`src/rtl/vga_pkg.sv`:
```
// Shared raster definitions: default 640x480@60 timing and the coordinate type used by
// the timing generator and every overlay that decodes x,y.
package vga_pkg;

    typedef logic [9:0] coord_t;

    localparam int CLK_DIV_DEF   = 2;
    localparam int H_ACTIVE_DEF  = 640;
    localparam int H_FP_DEF      = 16;
    localparam int H_SYNC_DEF    = 96;
    localparam int H_BP_DEF      = 48;
    localparam int V_ACTIVE_DEF  = 480;
    localparam int V_FP_DEF      = 10;
    localparam int V_SYNC_DEF    = 2;
    localparam int V_BP_DEF      = 33;
    localparam int BLINK_BIT_DEF = 5;

    localparam int H_TOTAL = H_ACTIVE_DEF + H_FP_DEF + H_SYNC_DEF + H_BP_DEF;
    localparam int V_TOTAL = V_ACTIVE_DEF + V_FP_DEF + V_SYNC_DEF + V_BP_DEF;

endpackage

```
`src/rtl/vga_timing_gen_if.sv`:
```
// Raster bundle from the timing generator (master) to overlays and the colour mux (slave).
interface vga_timing_gen_if;
    import vga_pkg::*;

    logic       pix_en;
    logic       vga_clk;
    coord_t     x;
    coord_t     y;
    logic       hsync_n;
    logic       vsync_n;
    logic       video_on;
    logic       frame_start;
    logic [7:0] frame_cnt;
    logic       blink;

    modport master (
        output pix_en, vga_clk, x, y, hsync_n, vsync_n, video_on, frame_start, frame_cnt, blink
    );

    modport slave (
        input pix_en, vga_clk, x, y, hsync_n, vsync_n, video_on, frame_start, frame_cnt, blink
    );

endinterface

```
`src/rtl/pix_clk_div.sv`:
```
// Pixel-rate divider: one-clk pix_en strobe every CLK_DIV clocks and a registered
// 50% duty pixel clock for the DAC.
module pix_clk_div #(
    parameter int CLK_DIV = 2
) (
    input  logic clk,
    input  logic rst_n,
    output logic pix_en_o,
    output logic vga_clk_o
);

    localparam int DIV_W = $clog2(CLK_DIV);
    localparam logic [DIV_W-1:0] DIV_LAST = DIV_W'(CLK_DIV - 1);
    localparam logic [DIV_W-1:0] DIV_HALF = DIV_W'(CLK_DIV / 2);

    logic [DIV_W-1:0] div_cnt_q, div_cnt_d;
    logic             vga_clk_q, vga_clk_d;

    assign pix_en_o  = (div_cnt_q == DIV_LAST);
    assign vga_clk_o = vga_clk_q;

    // NOTE: every always_comb output gets a default on its first line so no path can infer a latch.
    always_comb begin
        div_cnt_d = div_cnt_q + DIV_W'(1);
        if (pix_en_o) begin
            div_cnt_d = '0;
        end
        vga_clk_d = (div_cnt_d >= DIV_HALF);
    end

    // NOTE: state flops use non-blocking assignments and reset asynchronously on rst_n.
    always_ff @(posedge clk or negedge rst_n) begin
        if (!rst_n) begin
            div_cnt_q <= '0;
            vga_clk_q <= 1'b0;
        end else begin
            div_cnt_q <= div_cnt_d;
            vga_clk_q <= vga_clk_d;
        end
    end

endmodule

```
`src/rtl/vga_timing_gen.sv`:
```
// Raster scan generator: x,y counters plus registered hsync/vsync/video_on/frame_start.
// Define VGA_FRAME_CNT_EN to build the frame counter and blink output.
module vga_timing_gen
    import vga_pkg::*;
#(
    parameter int CLK_DIV  = CLK_DIV_DEF,
    parameter int H_ACTIVE = H_ACTIVE_DEF,
    parameter int H_FP     = H_FP_DEF,
    parameter int H_SYNC   = H_SYNC_DEF,
    parameter int H_BP     = H_BP_DEF,
    parameter int V_ACTIVE = V_ACTIVE_DEF,
    parameter int V_FP     = V_FP_DEF,
    parameter int V_SYNC   = V_SYNC_DEF,
    parameter int V_BP     = V_BP_DEF
`ifdef VGA_FRAME_CNT_EN
    ,
    parameter int BLINK_BIT = BLINK_BIT_DEF
`endif
) (
    input  logic             clk,
    input  logic             rst_n,
    vga_timing_gen_if.master vga
);

    localparam coord_t H_LAST   = coord_t'(H_ACTIVE + H_FP + H_SYNC + H_BP - 1);
    localparam coord_t V_LAST   = coord_t'(V_ACTIVE + V_FP + V_SYNC + V_BP - 1);
    localparam coord_t H_VIS    = coord_t'(H_ACTIVE);
    localparam coord_t V_VIS    = coord_t'(V_ACTIVE);
    localparam coord_t HS_START = coord_t'(H_ACTIVE + H_FP);
    localparam coord_t HS_END   = coord_t'(H_ACTIVE + H_FP + H_SYNC);
    localparam coord_t VS_START = coord_t'(V_ACTIVE + V_FP);
    localparam coord_t VS_END   = coord_t'(V_ACTIVE + V_FP + V_SYNC);

    logic   pix_en;
    logic   vga_clk;
    coord_t x_q, x_d;
    coord_t y_q, y_d;
    logic   hsync_n_q, vsync_n_q, video_on_q, frame_start_q;
    logic   frame_hit;

    pix_clk_div #(
        .CLK_DIV (CLK_DIV)
    ) u_pix_clk_div (
        .clk       (clk),
        .rst_n     (rst_n),
        .pix_en_o  (pix_en),
        .vga_clk_o (vga_clk)
    );

    always_comb begin
        x_d = x_q;
        y_d = y_q;
        if (pix_en) begin
            if (x_q == H_LAST) begin
                x_d = '0;
                y_d = (y_q == V_LAST) ? '0 : y_q + coord_t'(1);
            end else begin
                x_d = x_q + coord_t'(1);
            end
        end
    end

    assign frame_hit = pix_en && (x_d == '0) && (y_d == '0);

    // Strobes are decoded from next-state counters so they line up with the x,y they describe.
    always_ff @(posedge clk or negedge rst_n) begin
        if (!rst_n) begin
            x_q           <= H_LAST;
            y_q           <= V_LAST;
            hsync_n_q     <= 1'b1;
            vsync_n_q     <= 1'b1;
            video_on_q    <= 1'b0;
            frame_start_q <= 1'b0;
        end else begin
            x_q           <= x_d;
            y_q           <= y_d;
            hsync_n_q     <= !((x_d >= HS_START) && (x_d < HS_END));
            vsync_n_q     <= !((y_d >= VS_START) && (y_d < VS_END));
            video_on_q    <= (x_d < H_VIS) && (y_d < V_VIS);
            frame_start_q <= frame_hit;
        end
    end

`ifdef VGA_FRAME_CNT_EN
    logic [7:0] frame_cnt_q;

    always_ff @(posedge clk or negedge rst_n) begin
        if (!rst_n) begin
            frame_cnt_q <= '0;
        end else if (frame_hit) begin
            frame_cnt_q <= frame_cnt_q + 8'd1;
        end
    end

    assign vga.frame_cnt = frame_cnt_q;
    assign vga.blink     = frame_cnt_q[BLINK_BIT];
`else
    // Without the counter the text overlays stay permanently visible.
    assign vga.frame_cnt = '0;
    assign vga.blink     = 1'b1;
`endif

    assign vga.pix_en      = pix_en;
    assign vga.vga_clk     = vga_clk;
    assign vga.x           = x_q;
    assign vga.y           = y_q;
    assign vga.hsync_n     = hsync_n_q;
    assign vga.vsync_n     = vsync_n_q;
    assign vga.video_on    = video_on_q;
    assign vga.frame_start = frame_start_q;

endmodule

```
`src/flat_wrapper.sv`:
```
// flat-port wrapper written by rule: the top's interface ports become plain ports
module vga_timing_gen_flat import vga_pkg::*;
#(
    parameter int CLK_DIV  = CLK_DIV_DEF,
    parameter int H_ACTIVE = H_ACTIVE_DEF,
    parameter int H_FP     = H_FP_DEF,
    parameter int H_SYNC   = H_SYNC_DEF,
    parameter int H_BP     = H_BP_DEF,
    parameter int V_ACTIVE = V_ACTIVE_DEF,
    parameter int V_FP     = V_FP_DEF,
    parameter int V_SYNC   = V_SYNC_DEF,
    parameter int V_BP     = V_BP_DEF

)
  (clk, rst_n, vga_pix_en, vga_vga_clk, vga_x, vga_y, vga_hsync_n, vga_vsync_n, vga_video_on, vga_frame_start, vga_frame_cnt, vga_blink);
  vga_timing_gen_if vga_i ();
  input  logic clk;
  input  logic rst_n;
  output wire logic [$bits(vga_i.pix_en)-1:0] vga_pix_en;
  output wire logic [$bits(vga_i.vga_clk)-1:0] vga_vga_clk;
  output wire logic [$bits(vga_i.x)-1:0] vga_x;
  output wire logic [$bits(vga_i.y)-1:0] vga_y;
  output wire logic [$bits(vga_i.hsync_n)-1:0] vga_hsync_n;
  output wire logic [$bits(vga_i.vsync_n)-1:0] vga_vsync_n;
  output wire logic [$bits(vga_i.video_on)-1:0] vga_video_on;
  output wire logic [$bits(vga_i.frame_start)-1:0] vga_frame_start;
  output wire logic [$bits(vga_i.frame_cnt)-1:0] vga_frame_cnt;
  output wire logic [$bits(vga_i.blink)-1:0] vga_blink;
  assign vga_pix_en = vga_i.pix_en;
  assign vga_vga_clk = vga_i.vga_clk;
  assign vga_x = vga_i.x;
  assign vga_y = vga_i.y;
  assign vga_hsync_n = vga_i.hsync_n;
  assign vga_vsync_n = vga_i.vsync_n;
  assign vga_video_on = vga_i.video_on;
  assign vga_frame_start = vga_i.frame_start;
  assign vga_frame_cnt = vga_i.frame_cnt;
  assign vga_blink = vga_i.blink;
  vga_timing_gen #(.CLK_DIV(CLK_DIV), .H_ACTIVE(H_ACTIVE), .H_FP(H_FP), .H_SYNC(H_SYNC), .H_BP(H_BP), .V_ACTIVE(V_ACTIVE), .V_FP(V_FP), .V_SYNC(V_SYNC), .V_BP(V_BP)) u_core (.clk(clk), .rst_n(rst_n), .vga(vga_i));
endmodule
```
`config.mk`:
```
export PLATFORM = sky130hd
export DESIGN_NAME = vga_timing_gen_flat
export DESIGN_NICKNAME = d
export VERILOG_FILES = /design/src/rtl/vga_pkg.sv /design/src/rtl/vga_timing_gen_if.sv /design/src/rtl/pix_clk_div.sv /design/src/rtl/vga_timing_gen.sv /design/src/flat_wrapper.sv
export SDC_FILE = /design/constraint.sdc
export NUM_CORES = 1
export LEC_CHECK = 0
export CAP_MARGIN = 20
export CORE_MARGIN = 1.5
export CORE_UTILIZATION = 45
export CTS_CLUSTER_SIZE = 14
export DETAILED_ROUTE_END_ITERATION = 7
export GPL_TIMING_DRIVEN = 0
export PLACE_DENSITY = 0.75
export SETUP_SLACK_MARGIN = 0.15
export SYNTH_ARGS = -nofsm -noshare
export SYNTH_HDL_FRONTEND = slang
export SYNTH_SLANG_ARGS = --single-unit
export TNS_END_PERCENT = 5
```
`constraint.sdc`:
```
create_clock -name clk -period 2.4 [get_ports clk]
set_input_delay 0.48 -clock clk [delete_from_list [all_inputs] [get_ports clk]]
set_output_delay 0.48 -clock clk [all_outputs]
set_load 0.02 [all_outputs]
```
## After elaboration in Yosys (flattened, before gate mapping)

Cells that the tools add are included.

- Bits in registers: 26
- Bits of input ports: 2
- Output and inout bits: 35
- Logic and storage cells: 35

- Add/sub/neg operators: 3
- $lt $le $gt $ge: 7
- Eq/ne operators: 2
- Multiplexer cells: 6
- Reductions and logical operators: 9

Operators with widths:

| cell | number |
|---|---|
| two-way mux 10 bit | 5 |
| adder 10 x 1 -> 10 bit, second input constant | 2 |
| == test 10 bit, second input constant | 2 |
| logical NOT 10 bit | 2 |
| < comparator 10 bit, second input constant | 2 |
| < comparator 10 x 9 -> 1 bit, second input constant | 2 |
| greater-or-equal comparator 10 bit, second input constant | 1 |
| greater-or-equal comparator 10 x 9 -> 1 bit, second input constant | 1 |
| logical AND 1 bit | 5 |
| logical NOT 1 bit | 2 |
| adder 1 bit, second input constant | 1 |
| greater-or-equal comparator 1 bit, second input constant | 1 |
| two-way mux 1 bit | 1 |

## Longest topological paths before layout

- Depth after elaboration: 7
- Depth in mapped cells: 9
- Depth with buffers taken out: 8

## Modules after synthesis

Synthesis repeated with hierarchy kept, for this count alone.

- Cell total of the unflattened synthesis: 192
- Area, all modules: 1774.2 sq um

By module, submodules not included:

| module | instances | cells an instance | area each (sq um) | sequential area each (sq um) |
|---|---|---|---|---|
| vga_timing_gen | 1 | 189 | 1737.9 | 615.6 |
| pix_clk_div | 1 | 3 | 36.3 | 25.0 |

## Worst setup path after synthesis

Ideal clock, no wire load.

- Path kind: register to register
- From: register u_core.x_q[0] (netlist: u_core.vga.x[0])
- To: register u_core.vsync_n_q (netlist: u_core.vga.vsync_n)
- Library setup time: 94 ps
- Data arrival time: 2320 ps
- Required time: 2306 ps
- Path slack: -14 ps
- Cell stages (with the launch flop): 9
- Path buffers: 1
- Clock period less this slack: 2414 ps
- Cells stage by stage: dfstp_2 -> ha_1 -> and4_1 -> buf_2 -> nand4_4 -> nor4_4 -> xnor2_1 -> nor3_2 -> or4b_1

- Cells in the longest elaborated chain, start to end: 6
- Elaborated cells between the ends (all ways): 7
- Classes of those cells: order compare (2); eq/ne (1); mux (2); reduce/logical (2)

RTL lines:

| element | RTL line | RTL |
|---|---|---|
| from (decl) | vga_timing_gen.sv:36 | `coord_t x_q, x_d;` |
| from (signal assigned) | vga_timing_gen.sv:68 | `x_q <= H_LAST;` |
| from (signal assigned) | vga_timing_gen.sv:75 | `x_q <= x_d;` |
| == test 10 bit (*) | vga_timing_gen.sv:54 | `if (x_q == H_LAST) begin` |
| two-way mux 10 bit (*) | vga_timing_gen.sv:54 |  |
| two-way mux 10 bit (*) | vga_timing_gen.sv:53 | `if (pix_en) begin` |
| greater-or-equal comparator 10 x 9 -> 1 bit / < comparator 10 x 9 -> 1 bit (equally long branches) | vga_timing_gen.sv:78 | `vsync_n_q <= !((y_d >= VS_START) && (y_d < VS_END));` |
| logical AND 1 bit (*) | vga_timing_gen.sv:78 |  |
| logical NOT 1 bit (*) | vga_timing_gen.sv:78 |  |
| to (signal assigned) | vga_timing_gen.sv:78 |  |
| to (decl) | vga_timing_gen.sv:38 | `logic hsync_n_q, vsync_n_q, video_on_q, frame_start_q;` |

Every way passes the cells marked *; elsewhere a longest branch is shown, timed or not.

## Worst setup path in the final report

Ends and elaborated chain as after synthesis.

==> results.md <==
Outcome:
- The run finished with clean final reports.

Routing:
- The post-detailed-route via-to-cell ratio is 5.101.
- The routed length per instance is 13.35 um.
- The number of routed nets with antenna violations is 0.
- After the first detailed-routing iteration, the DRC count stood at 60.
- The sum of routed wire length over all layers is 3579 um.
- The number of remaining DRC errors is 0.
- The pre-antenna-repair detailed-routing pass consisted of 4 iterations.
- The total number of vias is 1,367.

Synth:
- The total of flip-flops plus latches after synthesis is 25.
- The complex-gate fraction of the synthesized area is 0.1111.
- The proportion of synthesized chip area in sequential cells is 0.3923.
- The count of synthesis-stage warnings from yosys is 0.
- Of the total synthesized cell area, the portion taken by XOR and XNOR cells is 0.09119.
- In the synthesized netlist the async set-or-reset flop fraction comes to 1.000.
- The cell count after synthesis is 169.
- By area, the combinational part of the netlist is dominated by simple AND/OR/NAND/NOR gates.
- The simple-gate share of the synthesized area is 0.2383.
- The cell area after synthesis is 1633 sq um.
- The netlist uses 46 different library cells.
- Averaged over all synthesized cells, the footprint is 9.662 sq um.
- Of the total synthesized cell area, the portion taken by full adders, half adders and majority gates is 0.02299.
- After synthesis, the share of cell area in mux cells is 0.02529.
- The most used flip-flop cell after synthesis is sky130_fd_sc_hd__dfrtp_1.
- The number of enable-type register cells in the synthesized netlist is 0.

Final layout:
- The ratio of cells with drive above 1 in the final layout is 0.3198.
- The library cells used most frequently in the layout, excluding fill and tap cells, are sky130_fd_sc_hd__clkdlybuf4s50_1 (27), sky130_fd_sc_hd__buf_4 (25), sky130_fd_sc_hd__dfrtp_1 (13).
- The antenna cell count is 0.
- The final standard cell area without fillers is 2246 sq um.
- Measured on the finished design, the core utilization comes to 0.6575.
- At the end of the flow, the number of nets in the layout was 228.
- The number of non-filler instances in the completed layout is 268.
- The library cell used most frequently in the layout, excluding fill and tap cells, is sky130_fd_sc_hd__clkdlybuf4s50_1.
- The area growth from synthesis to layout is 37.55%.

Clock tree:
- Clock tree synthesis selected as its root buffer the cell sky130_fd_sc_hd__clkbuf_4.
- The number of clock buffers inserted by TritonCTS is 3.
- The clock tree buffer depth is 2.
- Clock latency on the worst-skew pair, taken at its later pin, is 0.32 ns.
- The depth of the CTS H-tree is 1.
- The quantity of hold-fixing buffers added after cts is 0.
- The TritonCTS clock tree is built.
- Clock-pin slew was measured on the worst setup and hold paths at 0.14 ns.
- Counting every sink on the clock net gives 25.

Setup path:
- The element type at the critical path start is a register.
- STA classifies the critical path endpoint as a register.
- For the worst flop-to-flop path, the logic depth is 8.
- The type of the worst setup path is register to register.
- The slowest stage of the critical path is the sky130_fd_sc_hd__dfstp_2 cell.
- Data arrives at the worst endpoint at 2.56 ns.
- At the worst endpoint, the required time is 2.65 ns.
- The critical path goes through ha_4 > and4_1 > buf_6 > and4_4 > nand3_4 > xor2_2 > nor3_2 > or4b_4.
- In this run the worst path has a maximum fanout of 3.
- For this run, the slowest stage of the critical path takes 0.58 ns.

Placement:
- The placed wire-length estimate after detailed placement is 2565 um.
- Summing all placed instances gives a cell area of 2047 sq um.
- At the end of routability-driven placement, the weighted congestion stood at 0.8609.
- The number of cells in the design after placement is 250.
- The count of port buffers added during placement is 27.

STA:
- The total setup violations reported at the end of the flow is 0.
- The hold violation count in the final report is 0.
- At the pin with the least slew margin, the transition time is 0.5224 ns.
- Setup repair after global routing could not meet its margin everywhere.
- Clock skew on the completed layout was measured at 0.01672 ns.
- Adding up every negative setup slack in the final design gives 0 ns.
- The headroom to the max-slew limit is 0.6506.
- The final critical path time including I/O delays and setup is 2.306 ns.
- The final period utilization is 0.9607.
- The final number of max-transition violations is 0.
- The worst hold slack is 0.4857 ns.
- Timing would allow up to 0.4337 GHz.

Floorplan:
- For this configuration, the core starts out at a cell density of 0.4780.
- The die is 63.24 um tall.
- The floorplan step defined a die boundary enclosing 3999 sq um.
- The number of top-level pins is 37.
- The core box area is 3416 sq um.
- The standard-cell row count is 21.
- The horizontal die dimension is 63.24 um.

Pwr:
- The leakage power total is 1.007 nW.
- The worst supply voltage drop on vdd is 0.0002002 V.
- In this run the power density over the cells is 286.9 nW/um^2.

GRT:
- The maximum number of pins on one net before global-route repair is 18.
- The wire length of the first global-routing pass is 5996 um.
- The total overflow left after global routing is 0.
- The initial antenna violation count is 0.
- The total global routing track utilization is 0.1873.
- The via count of the first global-routing pass came to 1,365.

Min path:
- The classification of the worst-slack hold path is input port to async pin.

Run:
- The max-cap check violation count is 0.
-- per-stage QoR --
| step | total power [W] | setup slack [ns] |
|---|---|---|
| 2_1_floorplan | 0.0004530 | 0.1440 |
| 3_3_place_gp | 0.0004628 | -0.07906 |
| 3_5_place_dp | 0.0004687 | -0.1095 |
| 4_1_cts | 0.0006574 | 0.07724 |
| 5_1_grt | 0.0006754 | 0.007136 |
| 6_report | 0.0006445 | 0.09421 |
-- routing by layer --
metal  global-route usage  share of wire
met1               0.2171           0.44
met5                    0              0
met2               0.3551           0.54
met3              0.02321          0.020
met4              0.05978         0.0056
-- report_power, final --
group          switching, W  internal [W]   total, W
clock              0.000121     0.0000622   0.000183
sequential                0      0.000422   0.000422
combinational     0.0000234     0.0000157  0.0000391
-- path summary, 6_finish.rpt --
path	start	end	slack, ns
min reg2reg	u_core.vga.y[2]$_DFF_PN1_	u_core.vga.y[2]$_DFF_PN1_	0.55
min in group clk	u_core.vga.y[2]$_DFF_PN1_	u_core.vga.y[2]$_DFF_PN1_	0.55
max	u_core.vga.x[0]$_DFF_PN1_	u_core.vga.vsync_n$_DFF_PN1_	0.09
max in group asynchronous	rst_n	u_core.vga.x[9]$_DFF_PN1_	1.35
min	rst_n	u_core.vga.y[8]$_DFF_PN0_	0.49
max reg2reg	u_core.vga.x[0]$_DFF_PN1_	u_core.vga.vsync_n$_DFF_PN1_	0.09
-- layout make-up --
cell class                      instances  area, sq um
Buffer                                 19        172.7
Clock buffer                            3        22.52
Clock inverter                          1        5.005
Fill cell                             287         1170
Inverter                                8        30.03
Multi-Input combinational cell        124        914.6
Sequential cell                        25        640.6
Tap cell                               46        57.56
Timing Repair Buffer                   42        402.9
-- cells by family after synthesis --
group           after synthesis
simple gates                 64
compound gates               27
buf+inv                      27
flops                        25
other cells                   2
fa+ha+maj                     3
xor+xnor                     17
mux                           4
-- critical path: cells and delay by family (launching register included) --
kind | cells | cell delay [ns]
xor gates and xnor gates | 1 | 0.18
adders and majority gates | 1 | 0.14
DFF | 1 | 0.58
and+or+nand+nor | 5 | 1.22
buffers and inverters | 1 | 0.11
-- registers in the layout, indices dropped and copies added, names as in the netlist --
register	count
u_core.vga.frame_start	1
u_core.vga.video_on	1
u_core.vga.x	10
u_core.vga.hsync_n	1
u_core.vga.vsync_n	1
u_core.u_pix_clk_div.pix_en_o	1
u_core.vga.y	10
-- synth_stat cells, drive strengths merged, types with 2 or more instances --
master | n | area share
nor3 | 8 | 0.031
nand4 | 3 | 0.021
nand3b | 2 | 0.0092
nor2 | 12 | 0.028
nor4 | 3 | 0.021
a21oi | 3 | 0.0092
xnor2 | 10 | 0.054
buf | 17 | 0.088
inv | 8 | 0.018
dfrtp | 13 | 0.20
a211oi | 2 | 0.0092
dfstp | 12 | 0.19
o21ai | 10 | 0.031
nand3 | 13 | 0.040
and4 | 3 | 0.017
conb | 2 | 0.0046
mux2i | 3 | 0.018
clkbuf | 2 | 0.0077
xor2 | 7 | 0.038
nand2 | 13 | 0.030
o31ai | 2 | 0.0092
a22oi | 2 | 0.0092
ha | 3 | 0.023
-- repair_timing --
action / in CTS / in global routing
resized for setup: 4 / 9
endpoints found under the setup margin: 2 / 2
gates cloned: 0 / 0
pin swaps: 7 / 5
buffers inserted: 10 / 4
(Power assumes the default switching activity.)
